==> config.mk <==
export PLATFORM = sky130hd
export DESIGN_NAME = invcipher_round_ctrl
export DESIGN_NICKNAME = d
export VERILOG_FILES = /design/src/rtl/invcipher_round_ctrl.sv
export SDC_FILE = /design/constraint.sdc
export NUM_CORES = 1
export LEC_CHECK = 0
export BUFFER_PORTS_ARGS = -buffer_cell sky130_fd_sc_hd__buf_2
export CAP_MARGIN = 20
export CORE_AREA = 2 2 306 308
export DETAILED_ROUTE_END_ITERATION = 12
export DIE_AREA = 0 0 308 310
export GPL_ROUTABILITY_DRIVEN = 0
export MAX_ROUTING_LAYER = met4
export PLACE_DENSITY_LB_ADDON = 0.15
export SLEW_MARGIN = 0
export SYNTH_ARGS = -nofsm -noshare
export SYNTH_HDL_FRONTEND = slang
export SYNTH_SLANG_ARGS = --single-unit
==> constraint.sdc <==
create_clock -name clk -period 4.5 [get_ports clk]
set_clock_uncertainty 0.1 [all_clocks]
set_input_delay 0.9 -clock clk [delete_from_list [all_inputs] [get_ports clk]]
set_output_delay 0.9 -clock clk [all_outputs]
set_load 0.05 [all_outputs]
==> src/rtl/invcipher_round_ctrl.sv <==
// invcipher_round_ctrl
// Iterative AES inverse-cipher sequencer. Takes one ciphertext block over a
// valid/ready input, walks an external combinational inverse-round datapath
// one round per clock with round keys fetched w[Nr] down to w[0], and returns
// the plaintext over a valid/ready output.
//
// Ports:
//   clk, rst_n            clock, asynchronous active-low reset
//   in_valid/in_ready     ciphertext handshake, in_data = ciphertext block
//   out_valid/out_ready   plaintext handshake, out_data = plaintext block
//   flush                 synchronous abort, returns to IDLE next cycle
//   busy                  high in any state other than IDLE
//   rk_addr/rk_data       round-key store read port
//   dp_state/dp_key/dp_mode -> datapath, dp_result <- datapath (same cycle)
//
// Build option: INVCIPHER_CTRL_RKREG_EN selects a key store with a registered
// read (1-cycle latency). A PREFETCH state is added and every state issues
// rk_addr one cycle ahead of its use; latency grows by one cycle.
module invcipher_round_ctrl #(
    parameter int Nr   = 10,
    parameter int RKAW = 4
) (
    input  logic            clk,
    input  logic            rst_n,
    input  logic            in_valid,
    output logic            in_ready,
    input  logic [127:0]    in_data,
    output logic            out_valid,
    input  logic            out_ready,
    output logic [127:0]    out_data,
    input  logic            flush,
    output logic            busy,
    output logic [RKAW-1:0] rk_addr,
    input  logic [127:0]    rk_data,
    output logic [127:0]    dp_state,
    output logic [127:0]    dp_key,
    output logic [1:0]      dp_mode,
    input  logic [127:0]    dp_result
);

    generate
        if (!(Nr == 10 || Nr == 12 || Nr == 14) || ((2 ** RKAW) <= Nr)) begin : g_param_chk
            $error("invcipher_round_ctrl: Nr must be 10/12/14 and 2**RKAW > Nr");
        end
    endgenerate

    localparam logic [RKAW-1:0] NR_A = RKAW'(Nr);
    localparam logic [RKAW-1:0] ONE  = RKAW'(1);

    typedef enum logic [2:0] {
        S_IDLE,
`ifdef INVCIPHER_CTRL_RKREG_EN
        S_PREFETCH,
`endif
        S_INIT,
        S_ROUND,
        S_FINAL,
        S_DONE
    } state_t;

    state_t          r_state, w_next;
    logic [RKAW-1:0] r_rnd, w_rnd_nxt;
    logic [127:0]    r_st;
    logic [127:0]    r_out_data;
    logic            r_out_valid, w_out_valid_nxt;
    logic            w_ld_in, w_ld_st, w_ld_out;

    always_comb begin
        w_next          = r_state;
        w_rnd_nxt       = r_rnd;
        w_out_valid_nxt = r_out_valid;
        w_ld_in         = 1'b0;
        w_ld_st         = 1'b0;
        w_ld_out        = 1'b0;
        in_ready        = 1'b0;
        dp_mode         = 2'd0;
        rk_addr         = '0;
        case (r_state)
            S_IDLE: begin
                in_ready = 1'b1;
                if (in_valid) begin
                    w_ld_in   = 1'b1;
                    w_rnd_nxt = NR_A - ONE;
`ifdef INVCIPHER_CTRL_RKREG_EN
                    w_next    = S_PREFETCH;
`else
                    w_next    = S_INIT;
`endif
                end
            end
`ifdef INVCIPHER_CTRL_RKREG_EN
            S_PREFETCH: begin
                rk_addr = NR_A;
                w_next  = S_INIT;
            end
`endif
            S_INIT: begin
                dp_mode = 2'd0;
`ifdef INVCIPHER_CTRL_RKREG_EN
                rk_addr = r_rnd;        // key for the first middle round
`else
                rk_addr = NR_A;
`endif
                w_ld_st = 1'b1;
                w_next  = (Nr == 1) ? S_FINAL : S_ROUND;
            end
            S_ROUND: begin
                dp_mode = 2'd1;
`ifdef INVCIPHER_CTRL_RKREG_EN
                rk_addr = r_rnd - ONE;  // next cycle's key; reaches 0 on the last round
`else
                rk_addr = r_rnd;
`endif
                w_ld_st = 1'b1;
                if (r_rnd == ONE) w_next = S_FINAL;
                else              w_rnd_nxt = r_rnd - ONE;
            end
            S_FINAL: begin
                dp_mode         = 2'd2;
                rk_addr         = '0;
                w_ld_out        = 1'b1;
                w_out_valid_nxt = 1'b1;
                w_next          = S_DONE;
            end
            S_DONE: begin
                if (out_ready) begin
                    w_out_valid_nxt = 1'b0;
                    w_next          = S_IDLE;
                end
            end
            default: w_next = S_IDLE;
        endcase

        // Abort wins over every transition; out_data keeps its last value.
        if (flush) begin
            w_next          = S_IDLE;
            w_rnd_nxt       = '0;
            w_out_valid_nxt = 1'b0;
            w_ld_in         = 1'b0;
            w_ld_st         = 1'b0;
            w_ld_out        = 1'b0;
        end
    end

    always_ff @(posedge clk or negedge rst_n) begin
        if (!rst_n) begin
            r_state     <= S_IDLE;
            r_rnd       <= '0;
            r_st        <= '0;
            r_out_data  <= '0;
            r_out_valid <= 1'b0;
        end else begin
            r_state     <= w_next;
            r_rnd       <= w_rnd_nxt;
            r_out_valid <= w_out_valid_nxt;
            if (w_ld_in)      r_st <= in_data;
            else if (w_ld_st) r_st <= dp_result;
            if (w_ld_out)     r_out_data <= dp_result;
        end
    end

    assign busy      = (r_state != S_IDLE);
    assign out_valid = r_out_valid;
    assign out_data  = r_out_data;
    assign dp_state  = r_st;
    assign dp_key    = rk_data;

endmodule

* Yosys cells after proc, flatten, opt, wreduce, memory -nomap -nowiden
Index checks and enable logic that the tools add are counted.
** Storage, ports and cells
- Output and inout bits :: 393
- Input port bits :: 389
- Register bits after elaboration :: 264
- Logic and storage cells :: 48
** Cells by class
- $add $sub $neg :: 1
- Reductions and logical operators :: 9
- Multiplexer cells :: 24
- Equality and inequality tests :: 9
** Operators by type and width (count)
- 2-to-1 mux 128 bit :: 2
- one-hot mux 4 bit (2 select lines) :: 2
- one-hot mux 3 bit (5 select lines) :: 1
- 2-to-1 mux 3 bit :: 4
- 2-to-1 mux 4 bit :: 3
- inequality test 3 bit (second input constant) :: 4
- 2-to-1 mux 1 bit :: 10
- nonzero test 3 bit :: 3
- equality test 3 x 2 -> 1 bit (second input constant) :: 2
- AND reduction 3 bit :: 2
- equality test 4 x 1 -> 1 bit (second input constant) :: 1
- one-hot mux 2 bit (2 select lines) :: 1
- subtractor 4 x 1 -> 4 bit (second input constant) :: 1
- equality test 3 x 1 -> 1 bit (second input constant) :: 1
- equality test 3 bit (second input constant) :: 1
- zero test 3 bit :: 1
- one-hot mux 1 bit (2 select lines) :: 1
- AND reduction 2 bit :: 1
- nonzero test 2 bit :: 1
- OR reduction 2 bit :: 1

* Logic depth before layout (Yosys ltp)
- Depth in word-level cells :: 6
- Gate-level depth with buffers :: 7
- Mapped depth without buffers :: 5

* Worst setup path before layout
OpenSTA, ideal clock, no wires.
- Kind :: register to output
- Start point :: register r_state[0]
- End point :: output port rk_addr[2]
- Stages on the path, launching flop included :: 5
- Arrival :: 1951 ps
- Slack :: 1549 ps
- Data required time :: 3500 ps
- Buffers on the path :: 1
- Cells stage by stage :: dfrtp_1 clkbuf_1 or3b_2 inv_1 and2_1
** On the way
- Word-level cells in the longest chain between the ends :: 2
- Elaborated cells between the ends (all ways) :: 3
- Those cells by class :: 2 x eq/ne; 1 x mux
** RTL lines
- start: declaration :: line 61 : state_t r_state, w_next;
- start signal: assignment :: line 153 : r_state <= w_next;
- equality test 3 x 2 -> 1 bit / equality test 3 x 1 -> 1 bit (equally long branches) :: line 78 : case (r_state)
- one-hot mux 4 bit (2 select lines) * :: line 78
- end: declaration :: line 33 : output logic [RKAW-1:0] rk_addr,
Every way passes the cells marked *; elsewhere a longest branch is shown, timed or not.

* Worst setup path after layout
Ends and elaborated chain as after synthesis.

==> impl_results.html <==
<table>
<tr><th>Metric</th><th>Value</th></tr>
<tr><th colspan="2">STA</th></tr>
<tr><td>Slew headroom</td><td>32.6%</td></tr>
<tr><td>Max-slew violation count</td><td>0</td></tr>
<tr><td>Smallest setup slack after layout</td><td>1.30 ns</td></tr>
<tr><td>Fin crit period</td><td>3.20 ns</td></tr>
<tr><td>Setup tns final</td><td>0 ns</td></tr>
<tr><td>Unrepaired setup endpoints after global routing</td><td>no</td></tr>
<tr><td>Transition at the pin with the smallest max-transition slack</td><td>1.01 ns</td></tr>
<tr><td>F_max</td><td>0.313 GHz</td></tr>
<tr><td>Final-layout worst hold slack</td><td>0.281 ns</td></tr>
<tr><td>Setup Viol. Count Final</td><td>0</td></tr>
<tr><td>Number of hold violations in the final report</td><td>0</td></tr>
<tr><td>Share of the clock period used by the worst path after layout</td><td>71.1%</td></tr>
<tr><th colspan="2">Route</th></tr>
<tr><td>Detail Route Antenna Nets</td><td>0</td></tr>
<tr><td>Via total after detailed routing</td><td>9316</td></tr>
<tr><td>Iteration count of the initial detailed-routing pass</td><td>5</td></tr>
<tr><td>Wire length reported by the detailed router</td><td>50100 um</td></tr>
<tr><td>Post-DR wirelength/cell</td><td>19.9 um</td></tr>
<tr><td>Number of vias per cell</td><td>3.69</td></tr>
<tr><td>First DRT Iteration DRCs</td><td>433</td></tr>
<tr><td>Number of remaining DRC errors</td><td>0</td></tr>
<tr><th colspan="2">Logic synthesis</th></tr>
<tr><td>Ys Warns</td><td>0</td></tr>
<tr><td>Flops &amp; latches, synth</td><td>264</td></tr>
<tr><td>Share of Yosys cell area claimed by the top area cell type</td><td>55.6%</td></tr>
<tr><td>Async S/R FF share, synth</td><td>100%</td></tr>
<tr><td>Main area contributors after synthesis</td><td>sky130_fd_sc_hd__dfrtp_1, sky130_fd_sc_hd__mux2_2, sky130_fd_sc_hd__a221o_1</td></tr>
<tr><td>Top_reg_cell synth</td><td>sky130_fd_sc_hd__dfrtp_1</td></tr>
<tr><td>Syn Std Cell Area</td><td>11900 um2</td></tr>
<tr><td>Most repeated cell in the gate-level netlist after synthesis</td><td>sky130_fd_sc_hd__dfrtp_1</td></tr>
<tr><td>Number of enable-type register cells in the synthesized netlist</td><td>0</td></tr>
<tr><td>Post-Syn Nets</td><td>1298</td></tr>
<tr><td>Syn Inst Count</td><td>907</td></tr>
<tr><td>Unique cell type count in the Yosys netlist</td><td>37</td></tr>
<tr><td>List of most frequent post-synthesis cells</td><td>sky130_fd_sc_hd__dfrtp_1, sky130_fd_sc_hd__buf_4, sky130_fd_sc_hd__mux2_2, sky130_fd_sc_hd__a221o_1, sky130_fd_sc_hd__and3_1</td></tr>
<tr><td>Library cell occupying the most area in the post-synthesis netlist</td><td>sky130_fd_sc_hd__dfrtp_1</td></tr>
<tr><td>Sequential element share of the synthesized area</td><td>55.6%</td></tr>
<tr><td>Per-instance average area after synthesis</td><td>13.1 um2</td></tr>
<tr><th colspan="2">Floorplanning</th></tr>
<tr><td>Die X-Extent</td><td>308 um</td></tr>
<tr><td>Num rows</td><td>112</td></tr>
<tr><td>Ports placed on the boundary</td><td>782</td></tr>
<tr><td>Die Height</td><td>310 um</td></tr>
<tr><td>Core Footprint</td><td>92500 um2</td></tr>
<tr><td>Initial core utilization</td><td>12.8%</td></tr>
<tr><td>Overall die area</td><td>95500 um2</td></tr>
<tr><th colspan="2">Pwr</th></tr>
<tr><td>Leak pwr</td><td>7.89 nW</td></tr>
<tr><td>Maximum vdd ir drop</td><td>0.338 mV</td></tr>
<tr><td>Cell area power density</td><td>754 nW/um2</td></tr>
<tr><td>Total power</td><td>12.2 mW</td></tr>
<tr><th colspan="2">Clock tree</th></tr>
<tr><td>Clock-pin slew of the registers on the worst-case setup and hold paths</td><td>0.06 ns</td></tr>
<tr><td>Clock tree from TritonCTS</td><td>done</td></tr>
<tr><td>Number of buffers added for setup after CTS</td><td>0</td></tr>
<tr><td>Largest buffer count on any clock path</td><td>3</td></tr>
<tr><td>Number of hold buffers added after cts</td><td>0</td></tr>
<tr><td>Worst-Skew Late Latency</td><td>0.57 ns</td></tr>
<tr><td>Buffer cell driving the clock tree root</td><td>sky130_fd_sc_hd__clkbuf_16</td></tr>
<tr><td>H-Tree Depth</td><td>2</td></tr>
<tr><td>Post-CTS sizing</td><td>0</td></tr>
<tr><td>Number of buffers created by CTS</td><td>38</td></tr>
<tr><td>Clock sink count</td><td>264</td></tr>
<tr><th colspan="2">Setup path</th></tr>
<tr><td>Cell with the biggest individual delay on the critical path</td><td>sky130_fd_sc_hd__or3b_2</td></tr>
<tr><td>Worst Path Arrival</td><td>2.20 ns</td></tr>
<tr><td>CP Class</td><td>flip-flop to output port</td></tr>
<tr><td>Buf/Inv on CP</td><td>2</td></tr>
<tr><td>CP endpoint kind</td><td>output port</td></tr>
<tr><td>Critical path fanouts, max</td><td>14</td></tr>
<tr><td>Data required time at the worst endpoint</td><td>3.50 ns</td></tr>
<tr><td>Kind of launch point of the worst setup path</td><td>flip-flop</td></tr>
<tr><td>Kind of cell adding the most delay to the critical path</td><td>simple AND/OR/NAND/NOR gates</td></tr>
<tr><td>CP peak stage delay</td><td>0.59 ns</td></tr>
<tr><td>Worst path cell trace</td><td>or3b_2 -&gt; inv_1 -&gt; and2_1 -&gt; buf_2</td></tr>
<tr><th colspan="2">Placement</th></tr>
<tr><td>DPL Wire Length</td><td>35200 um</td></tr>
<tr><td>Placement-stage cell area</td><td>14900 um2</td></tr>
<tr><td>Post-placement setup slack</td><td>0.830 ns</td></tr>
<tr><td>Number of port buffers</td><td>525</td></tr>
<tr><td>Total instance count after detailed placement</td><td>2447</td></tr>
<tr><th colspan="2">Global routing</th></tr>
<tr><td>Largest net degree at the start of global routing</td><td>96</td></tr>
<tr><td>Wire length of the first global-routing pass</td><td>70700 um</td></tr>
<tr><td>Number of antenna violations at the first check in global routing</td><td>11</td></tr>
<tr><td>All-layer global routing usage</td><td>10.3%</td></tr>
<tr><td>Via count of the first global-routing pass</td><td>9963</td></tr>
<tr><td>Remaining global-route overflow</td><td>0</td></tr>
<tr><th colspan="2">Final layout</th></tr>
<tr><td>Synthesis-to-finish area growth</td><td>36.3%</td></tr>
<tr><td>Fraction of final layout cells with drive strength greater than 1</td><td>57.8%</td></tr>
<tr><td>Non-Filler Instances</td><td>2522</td></tr>
<tr><td>Nets</td><td>1681</td></tr>
<tr><td>Utilization of the core after routing</td><td>17.5%</td></tr>
<tr><td>Post-route cell area</td><td>16200 um2</td></tr>
<tr><th colspan="2">Status</th></tr>
<tr><td>Result of the run</td><td>finished, final reports clean</td></tr>
<tr><th colspan="2">Hold path</th></tr>
<tr><td>Hold WC Path Type</td><td>input pin to async pin</td></tr>
<tr><th colspan="2">Job</th></tr>
<tr><td>Maxcap violations</td><td>0</td></tr>
</table>
-- metal layers --
metal | track usage [%] | wire, um
met5 | - | 0
met1 | 11.0 | 18700
met2 | 17.2 | 25200
met4 | 4.49 | 1880
met3 | 3.71 | 4350
-- worst register-to-register path: stages (launching register included) --
cell and delay (ns):
sky130_fd_sc_hd__dfrtp_1 0.60, sky130_fd_sc_hd__or3b_1 0.57, sky130_fd_sc_hd__o22a_4 0.90, sky130_fd_sc_hd__buf_4 0.59, sky130_fd_sc_hd__a221o_1 0.27
-- state kept, by name, summed over array words and instances, names as in the netlist --
register,flops
out_data,128
dp_state,128
out_valid,1
r_rnd,4
r_state,3
-- final cells by class --
type / instances / area, um2
inverter: 8 / 32.5
multi-input combinational: 434 / 3900
tap: 1197 / 1500
sequential: 264 / 6610
antenna: 9 / 22.5
timing repair buffer: 544 / 2850
clock buffer: 53 / 1140
fill: 10300 / 76300
clock inverter: 13 / 156
-- cell usage in the layout (no fill, tap or decap), types with 2 or more instances in the layout --
cell and count:
sky130_fd_sc_hd__nand2_1 5, sky130_fd_sc_hd__clkinv_2 4, sky130_fd_sc_hd__a21oi_1 6, sky130_fd_sc_hd__bufinv_16 3, sky130_fd_sc_hd__a31o_2 2, sky130_fd_sc_hd__nor2_1 4
sky130_fd_sc_hd__clkbuf_1 5, sky130_fd_sc_hd__ha_1 2, sky130_fd_sc_hd__nor4_1 2, sky130_fd_sc_hd__diode_2 9, sky130_fd_sc_hd__a211oi_1 2, sky130_fd_sc_hd__or3_1 17
sky130_fd_sc_hd__dfrtp_1 264, sky130_fd_sc_hd__nor3_1 2, sky130_fd_sc_hd__clkbuf_16 41, sky130_fd_sc_hd__or2_2 4, sky130_fd_sc_hd__buf_12 5, sky130_fd_sc_hd__and3_1 112
sky130_fd_sc_hd__mux2_2 128, sky130_fd_sc_hd__o2111ai_1 2, sky130_fd_sc_hd__o221a_2 16, sky130_fd_sc_hd__inv_1 7, sky130_fd_sc_hd__a221o_1 112, sky130_fd_sc_hd__nor2b_1 2
sky130_fd_sc_hd__buf_4 15, sky130_fd_sc_hd__clkinvlp_4 5, sky130_fd_sc_hd__clkbuf_8 7, sky130_fd_sc_hd__buf_2 523
-- worst paths after layout --
path | cells after the start | slack [ns] | endpoint | from
max | 4 | 1.30 | rk_addr[2] | r_state[0]$_DFFE_PN0P_
min | 1 | 0.28 | dp_state[21]$_DFFE_PN0P_ | rst_n
max reg2reg | 4 | 1.40 | dp_state[108]$_DFFE_PN0P_ | r_state[2]$_DFFE_PN0P_
min reg2reg | 1 | 0.40 | out_data[72]$_DFFE_PN0P_ | out_data[72]$_DFFE_PN0P_
max in group asynchronous | 2 | 3.16 | out_data[69]$_DFFE_PN0P_ | rst_n
min in group clk | 1 | 0.40 | out_data[72]$_DFFE_PN0P_ | out_data[72]$_DFFE_PN0P_
-- power breakdown --
part / total [mW] / internal (mW) / switching [mW]
clock: 3.15 / 1.94 / 1.22
combinational: 5.41 / 1.33 / 4.07
sequential: 3.66 / 3.20 / 0.457
total: 12.2 / 6.47 / 5.74
-- cell families (layout without fill, tap and decap cells) --
| group | Yosys count | count (layout) | synth area share, % |
|---|---|---|---|
| DFF | 264 | 264 | 55.6 |
| buffers and inverters | 209 | 618 | 11.8 |
| and+or+nand+nor | 157 | 157 | 8.17 |
| AOI/OAI and AO/OA | 146 | 146 | 12.0 |
| muxes | 128 | 128 | 12.1 |
| adders and majority gates | 2 | 2 | 0.211 |
| xor gates and xnor gates | 1 | 1 | 0.0737 |
| other | 0 | 9 | 0 |
Note: power is estimated with default switching activity, not from simulation.
